==> config.mk <==
export PLATFORM = sky130hd
export DESIGN_NAME = associative_array_lookup_ctrl
export DESIGN_NICKNAME = d
export VERILOG_FILES = /design/src/rtl/associative_array_lookup_ctrl.sv
export SDC_FILE = /design/constraint.sdc
export NUM_CORES = 1
export LEC_CHECK = 0
export CORE_MARGIN = 2
export CORE_UTILIZATION = 40
export CTS_BUF_LIST = sky130_fd_sc_hd__clkbuf_8
export DETAILED_ROUTE_END_ITERATION = 8
export PLACE_DENSITY = 0.83
export SKIP_LAST_GASP = 1
export SLEW_MARGIN = 20
export SYNTH_ARGS = -nofsm -noshare
export SYNTH_HDL_FRONTEND = slang
export SYNTH_SLANG_ARGS = --single-unit
==> constraint.sdc <==
create_clock -name clk_in -period 7.7 [get_ports clk_in]
set_input_delay 0.77 -clock clk_in [delete_from_list [all_inputs] [get_ports clk_in]]
set_output_delay 0.77 -clock clk_in [all_outputs]
set_load 0.05 [all_outputs]
==> src/rtl/associative_array_lookup_ctrl.sv <==
// Lookup controller for a set-associative tag array: reads a set, compares all
// ways, optionally installs the tag on a miss, then returns a one-hot way result.
module associative_array_lookup_ctrl #(
  parameter int TAG_WIDTH             = 16,
  parameter int NUM_SET               = 64,
  parameter int NUM_WAY               = 16,
  parameter int SET_PTR_WIDTH_IN_BITS = $clog2(NUM_SET)
) (
  input  logic                                 clk_in,
  input  logic                                 reset_n_in,
  input  logic                                 request_valid_in,
  output logic                                 request_ready_out,
  input  logic [SET_PTR_WIDTH_IN_BITS-1:0]     request_set_in,
  input  logic [TAG_WIDTH-1:0]                 request_tag_in,
  input  logic                                 request_allocate_in,
  output logic                                 response_valid_out,
  input  logic                                 response_ready_in,
  output logic                                 response_hit_out,
  output logic [NUM_WAY-1:0]                   response_way_out,
  output logic                                 array_access_en_out,
  output logic                                 array_write_en_out,
  output logic [SET_PTR_WIDTH_IN_BITS-1:0]     array_set_addr_out,
  output logic [NUM_WAY-1:0]                   array_way_select_out,
  output logic [TAG_WIDTH:0]                   array_write_entry_out,
  input  logic [(TAG_WIDTH+1)*NUM_WAY-1:0]     array_read_set_in,
  output logic [2:0]                           dbg_state_out
);

  localparam int W   = TAG_WIDTH + 1;
  localparam int RRW = (NUM_WAY > 1) ? $clog2(NUM_WAY) : 1;

  // Handshakes: a transfer happens on a rising edge where valid and ready are
  // both 1; response outputs stay frozen from valid rising until that edge.
  typedef enum logic [2:0] {
    IDLE    = 3'd0,
    READ    = 3'd1,
    COMPARE = 3'd2,
    FILL    = 3'd3,
    RESPOND = 3'd4
  } state_t;

  state_t                             r_state;
  logic [SET_PTR_WIDTH_IN_BITS-1:0]   r_set;
  logic [TAG_WIDTH-1:0]               r_tag;
  logic                               r_alloc;
  logic [RRW-1:0]                     r_rr_ptr;
  logic [NUM_WAY-1:0]                 r_victim;
  logic                               r_resp_valid;
  logic                               r_resp_hit;
  logic [NUM_WAY-1:0]                 r_resp_way;
  logic                               r_acc_en;
  logic                               r_wr_en;
  logic [SET_PTR_WIDTH_IN_BITS-1:0]   r_addr;
  logic [NUM_WAY-1:0]                 r_way_sel;
  logic [W-1:0]                       r_wr_entry;

  logic [NUM_WAY-1:0]                 w_hit_oh;
  logic [NUM_WAY-1:0]                 w_free_oh;
  logic                               w_any_hit;
  logic                               w_any_free;
  logic [NUM_WAY-1:0]                 w_victim_oh;

  // Lowest-index priority for both the hit way and the first invalid way.
  always_comb begin : cmp_blk
    logic [W-1:0] v_entry;
    w_hit_oh   = '0;
    w_free_oh  = '0;
    w_any_hit  = 1'b0;
    w_any_free = 1'b0;
    v_entry    = '0;
    for (int i = 0; i < NUM_WAY; i++) begin
      v_entry = array_read_set_in[i*W +: W];
      if (v_entry[W-1] && (v_entry[TAG_WIDTH-1:0] == r_tag) && !w_any_hit) begin
        w_hit_oh[i] = 1'b1;
        w_any_hit   = 1'b1;
      end
      if (!v_entry[W-1] && !w_any_free) begin
        w_free_oh[i] = 1'b1;
        w_any_free   = 1'b1;
      end
    end
    w_victim_oh = w_any_free ? w_free_oh : (NUM_WAY'(1) << r_rr_ptr);
  end

  always_ff @(posedge clk_in or negedge reset_n_in) begin
    if (!reset_n_in) begin
      r_state      <= IDLE;
      r_set        <= '0;
      r_tag        <= '0;
      r_alloc      <= 1'b0;
      r_rr_ptr     <= '0;
      r_victim     <= '0;
      r_resp_valid <= 1'b0;
      r_resp_hit   <= 1'b0;
      r_resp_way   <= '0;
      r_acc_en     <= 1'b0;
      r_wr_en      <= 1'b0;
      r_addr       <= '0;
      r_way_sel    <= '0;
      r_wr_entry   <= '0;
    end else begin
      case (r_state)
        IDLE: begin
          if (request_valid_in) begin
            r_set     <= request_set_in;
            r_tag     <= request_tag_in;
            r_alloc   <= request_allocate_in;
            r_acc_en  <= 1'b1;
            r_wr_en   <= 1'b0;
            r_addr    <= request_set_in;
            r_way_sel <= '1;
            r_state   <= READ;
          end
        end
        READ: begin
          r_acc_en  <= 1'b0;
          r_addr    <= '0;
          r_way_sel <= '0;
          r_state   <= COMPARE;
        end
        COMPARE: begin
          if (w_any_hit) begin
            r_resp_valid <= 1'b1;
            r_resp_hit   <= 1'b1;
            r_resp_way   <= w_hit_oh;
            r_state      <= RESPOND;
          end else if (!r_alloc) begin
            r_resp_valid <= 1'b1;
            r_resp_hit   <= 1'b0;
            r_resp_way   <= '0;
            r_state      <= RESPOND;
          end else begin
            r_victim   <= w_victim_oh;
            r_acc_en   <= 1'b1;
            r_wr_en    <= 1'b1;
            r_addr     <= r_set;
            r_way_sel  <= w_victim_oh;
            r_wr_entry <= {1'b1, r_tag};
            // The pointer only moves when it actually chose the victim.
            if (!w_any_free) begin
              r_rr_ptr <= (r_rr_ptr == RRW'(NUM_WAY-1)) ? '0 : r_rr_ptr + RRW'(1);
            end
            r_state    <= FILL;
          end
        end
        FILL: begin
          r_acc_en     <= 1'b0;
          r_wr_en      <= 1'b0;
          r_addr       <= '0;
          r_way_sel    <= '0;
          r_wr_entry   <= '0;
          r_resp_valid <= 1'b1;
          r_resp_hit   <= 1'b0;
          r_resp_way   <= r_victim;
          r_state      <= RESPOND;
        end
        RESPOND: begin
          if (response_ready_in) begin
            r_resp_valid <= 1'b0;
            r_resp_hit   <= 1'b0;
            r_resp_way   <= '0;
            r_state      <= IDLE;
          end
        end
        default: r_state <= IDLE;
      endcase
    end
  end

  // Ready is gated by reset so it reads 0 while reset is held.
  assign request_ready_out     = (r_state == IDLE) && reset_n_in;
  assign response_valid_out    = r_resp_valid;
  assign response_hit_out      = r_resp_hit;
  assign response_way_out      = r_resp_way;
  assign array_access_en_out   = r_acc_en;
  assign array_write_en_out    = r_wr_en;
  assign array_set_addr_out    = r_addr;
  assign array_way_select_out  = r_way_sel;
  assign array_write_entry_out = r_wr_entry;
  assign dbg_state_out         = r_state;

endmodule

==> run_results.csv <==
group,metric,value,unit
run_status,status,"finished clean",
logic_synthesis,yosys.area_share.adder,0.00919,
timing,max_freq,245,MHz
global_route,grt_overflow,0,
global_route,grt_pass1_wl,49200,um
worst_setup_path,startpoint_type,"flip-flop",
place,hpwlAfterDp,25600,um
logic_synthesis,synth_compound_area_frac,0.0861,
logic_synthesis,synth_ff_type,"dfrtp_1",
worst_setup_path,r2r_start,"r_tag[8]$_DFFE_PN0P_",
logic_synthesis,syn-cell-area,8170,um^2
route,avgRoutedWirePerCell,22.5,um
pwr,design_power_total,3.76,mW
clocking,cts.sink_count,105,
timing,drv_slew,0,
worst_setup_path,arrival,4.43,ns
floorplan,start_util,0.405,
route,route.detailed.drc,0,
route,dr.pass1.iters,5,
route,vias,7931,
worst_setup_path,cp.depth,8,
pwr,p_leak,4.74,nW
clocking,clk_pin_slew,0.13,ns
timing,slew_headroom,0.203,
clocking,post_cts_buffers,0,
logic_synthesis,syn_area_per_cell,9.57,um^2
timing,fin_tns_setup,0,ns
global_route,grt_max_degree,69,
worst_setup_path,critPathCapture,"array_way_select_out[0]$_DFFE_PN0P_",
logic_synthesis,synthArstFlopShare,1.00,
floorplan,die_w,147,um
timing,fin_skew,0.0197,ns
floorplan,die_area,21600,um^2
logic_synthesis,synth_area_leaders,"dfrtp_1, xnor2_1, xor2_1",
worst_setup_path,worstPathCellList,"xor2_1 -> nor4_1 -> nand4_1 -> o22ai_1 -> nor4_4 -> nand4_4 -> a311oi_2 -> o221a_1",
pwr,p_comb_frac,0.637,
finish,syn2layout_area_growth,48.0,%
route,via_per_inst,5.40,
pwr,p_sw_frac,0.503,
worst_setup_path,rrSetupSlack,3.62,ns
clocking,cts.path.max_buffers,2,
pwr,p_clk_frac,0.098,
worst_setup_path,cp_num_buf_inv,0,
logic_synthesis,synth-seq-cells,105,
clocking,hold_buffers,0,
floorplan,coreArea,20200,um^2
clocking,cts_tree,"built",
pwr,power.density,311,nW/um^2
logic_synthesis,yosys_warnings,0,
place,portBuffers,361,
floorplan,pin_count,362,
pwr,irDropWorstVdd,0.255,mV
clocking,cts-resized-gates,0,
clocking,cts_root_buf,"clkbuf_8",
worst_setup_path,slowest_delay,1.14,ns
logic_synthesis,synth_xor_area_frac,0.274,
timing,setup_violations,0,
floorplan,die_h,147,um
flow_run,drv_cap,0,
worst_setup_path,critPathTopFamily,"compound AO/OA/AOI/OAI gates",
worst_setup_path,r2r-end,"array_way_select_out[0]$_DFFE_PN0P_",
worst_setup_path,crit_slowest_cell,"dfrtp_1",
timing,final_hold_viol_count,0,
logic_synthesis,ys_types,56,
timing,fin_crit_sh,0.530,
route,drt_iter0_markers,544,
clocking,h-tree-depth,3,
floorplan,rows,52,
finish,finalNetCount,1496,
worst_setup_path,required,8.04,ns
logic_synthesis,synth_top_family_by_area,"XOR/XNOR gates",
timing,period_needed,4.08,ns
finish,drive_gt1_frac,0.0635,
logic_synthesis,yosys.area.top_type,"dfrtp_1",
logic_synthesis,synth_edf_count,0,
worst_setup_path,end_kind,"flip-flop",
worst_setup_path,r2r_cells,8,
finish,mostFrequentLayoutCells,"clkdlybuf4s50_1, xnor2_1, dfrtp_1",
global_route,groute.usage.overall,0.302,
timing,worstMarginPinSlew,1.20,ns
worst_setup_path,crit_start,"r_tag[8]$_DFFE_PN0P_",
logic_synthesis,ys_seq_area_frac,0.322,
logic_synthesis,syn_nets,1159,
global_route,antenna_found_initial,3,
logic_synthesis,yosys.area_share.simple,0.158,
logic_synthesis,synth_top_area_frac,0.322,
route,drtAntennaViolNets,0,
pwr,seqPwrFrac,0.265,
pwr,switching_power,1.89,mW
clocking,cts_buffers,9,
hold_path,min_path_type,"in2async",
clocking,insertion_delay,0.41,ns
worst_setup_path,worstPathMaxFanout,17,
pwr,p_int,1.87,mW
worst_setup_path,critical_path_class,"reg2reg",
timing,rsz0062_at_grt,"false",
finish,final_common_cell,"clkdlybuf4s50_1",
finish,utilization,0.600,
global_route,grt_pass1_vias,8253,
logic_synthesis,synth.area.mux_share,0.0865,
place,place_congestion,0.955,
logic_synthesis,syn_inst,854,
route,drt_wl_total,33100,um
## cell families after synthesis
logic type                 Yosys count
AOI/OAI and AO/OA                   98
xor gates and xnor gates           256
adders and majority gates            6
buffers and inverters               87
DFF                                105
muxes                               65
and+or+nand+nor                    237
## sequential cells by signal, summed over array words and instances (netlist names)
signal	flops
array_access_en_out	1
r_set	6
r_alloc	1
dbg_state_out	3
array_write_entry_out	17
r_victim	16
r_rr_ptr	4
response_hit_out	1
response_valid_out	1
r_tag	16
array_way_select_out	16
array_set_addr_out	6
response_way_out	16
array_write_en_out	1
## area by class of cell
type / instances / area [um^2]
repair buffers: 378 / 3750
flip-flops and latches: 105 / 2630
clock buffers: 9 / 124
fillers: 1742 / 8080
well taps: 270 / 338
inverters: 35 / 131
diodes: 3 / 7.51
multi-input cells: 662 / 5020
clock inverters: 7 / 88.8
## power groups by stage
stage,clock (mW),combinational [mW],sequential (mW)
6_report,0.367,2.39,0.996
5_1_grt,0.394,2.54,1.02
4_1_cts,0.375,2.39,0.990
3_5_place_dp,0,2.38,0.998
3_3_place_gp,0,2.34,0.996
2_1_floorplan,0,1.41,1.21
## synth_stat cells, types with 20 or more instances
cell type,n
buf_4,20
dfrtp_1,105
inv_1,33
mux2_1,21
mux2_2,24
mux2i_1,20
nand2_1,77
nand4_1,38
nor4_1,31
o21ai_0,33
xnor2_1,156
xor2_1,100
## through the flow
stage          area (um^2)  hold WS [ns]  cells  worst slack [ns]
3_5_place_dp         11900         0.478   1449              3.40
3_3_place_gp         11900         0.462   1449              3.51
2_1_floorplan         8170         0.458    854              4.85
4_1_cts              12100         0.333   1465              3.51
6_report             12100         0.334   1469              3.62
5_1_grt              12100         0.353   1469              3.46
## metal layers
layer  GRT usage  part of all wire
met5           0                 0
met1       0.382              0.40
met4       0.103             0.030
met3      0.0705             0.085
met2       0.510              0.48
## worst min path at each step
stage                                               start                                    end  slack, ns  cells after the start
floorplan                        r_victim[14]$_DFFE_PN0P_               r_victim[14]$_DFFE_PN0P_       0.46                      1
global placement    array_write_entry_out[16]$_DFFE_PN0P_  array_write_entry_out[16]$_DFFE_PN0P_       0.46                      1
detailed placement  array_write_entry_out[16]$_DFFE_PN0P_  array_write_entry_out[16]$_DFFE_PN0P_       0.48                      1
CTS                                            reset_n_in        response_way_out[3]$_DFFE_PN0P_       0.33                      1
global route                                   reset_n_in        response_way_out[3]$_DFFE_PN0P_       0.35                      1
finish                                         reset_n_in               r_victim[13]$_DFFE_PN0P_       0.33                      1
Note: power is estimated with default switching activity, not from simulation.
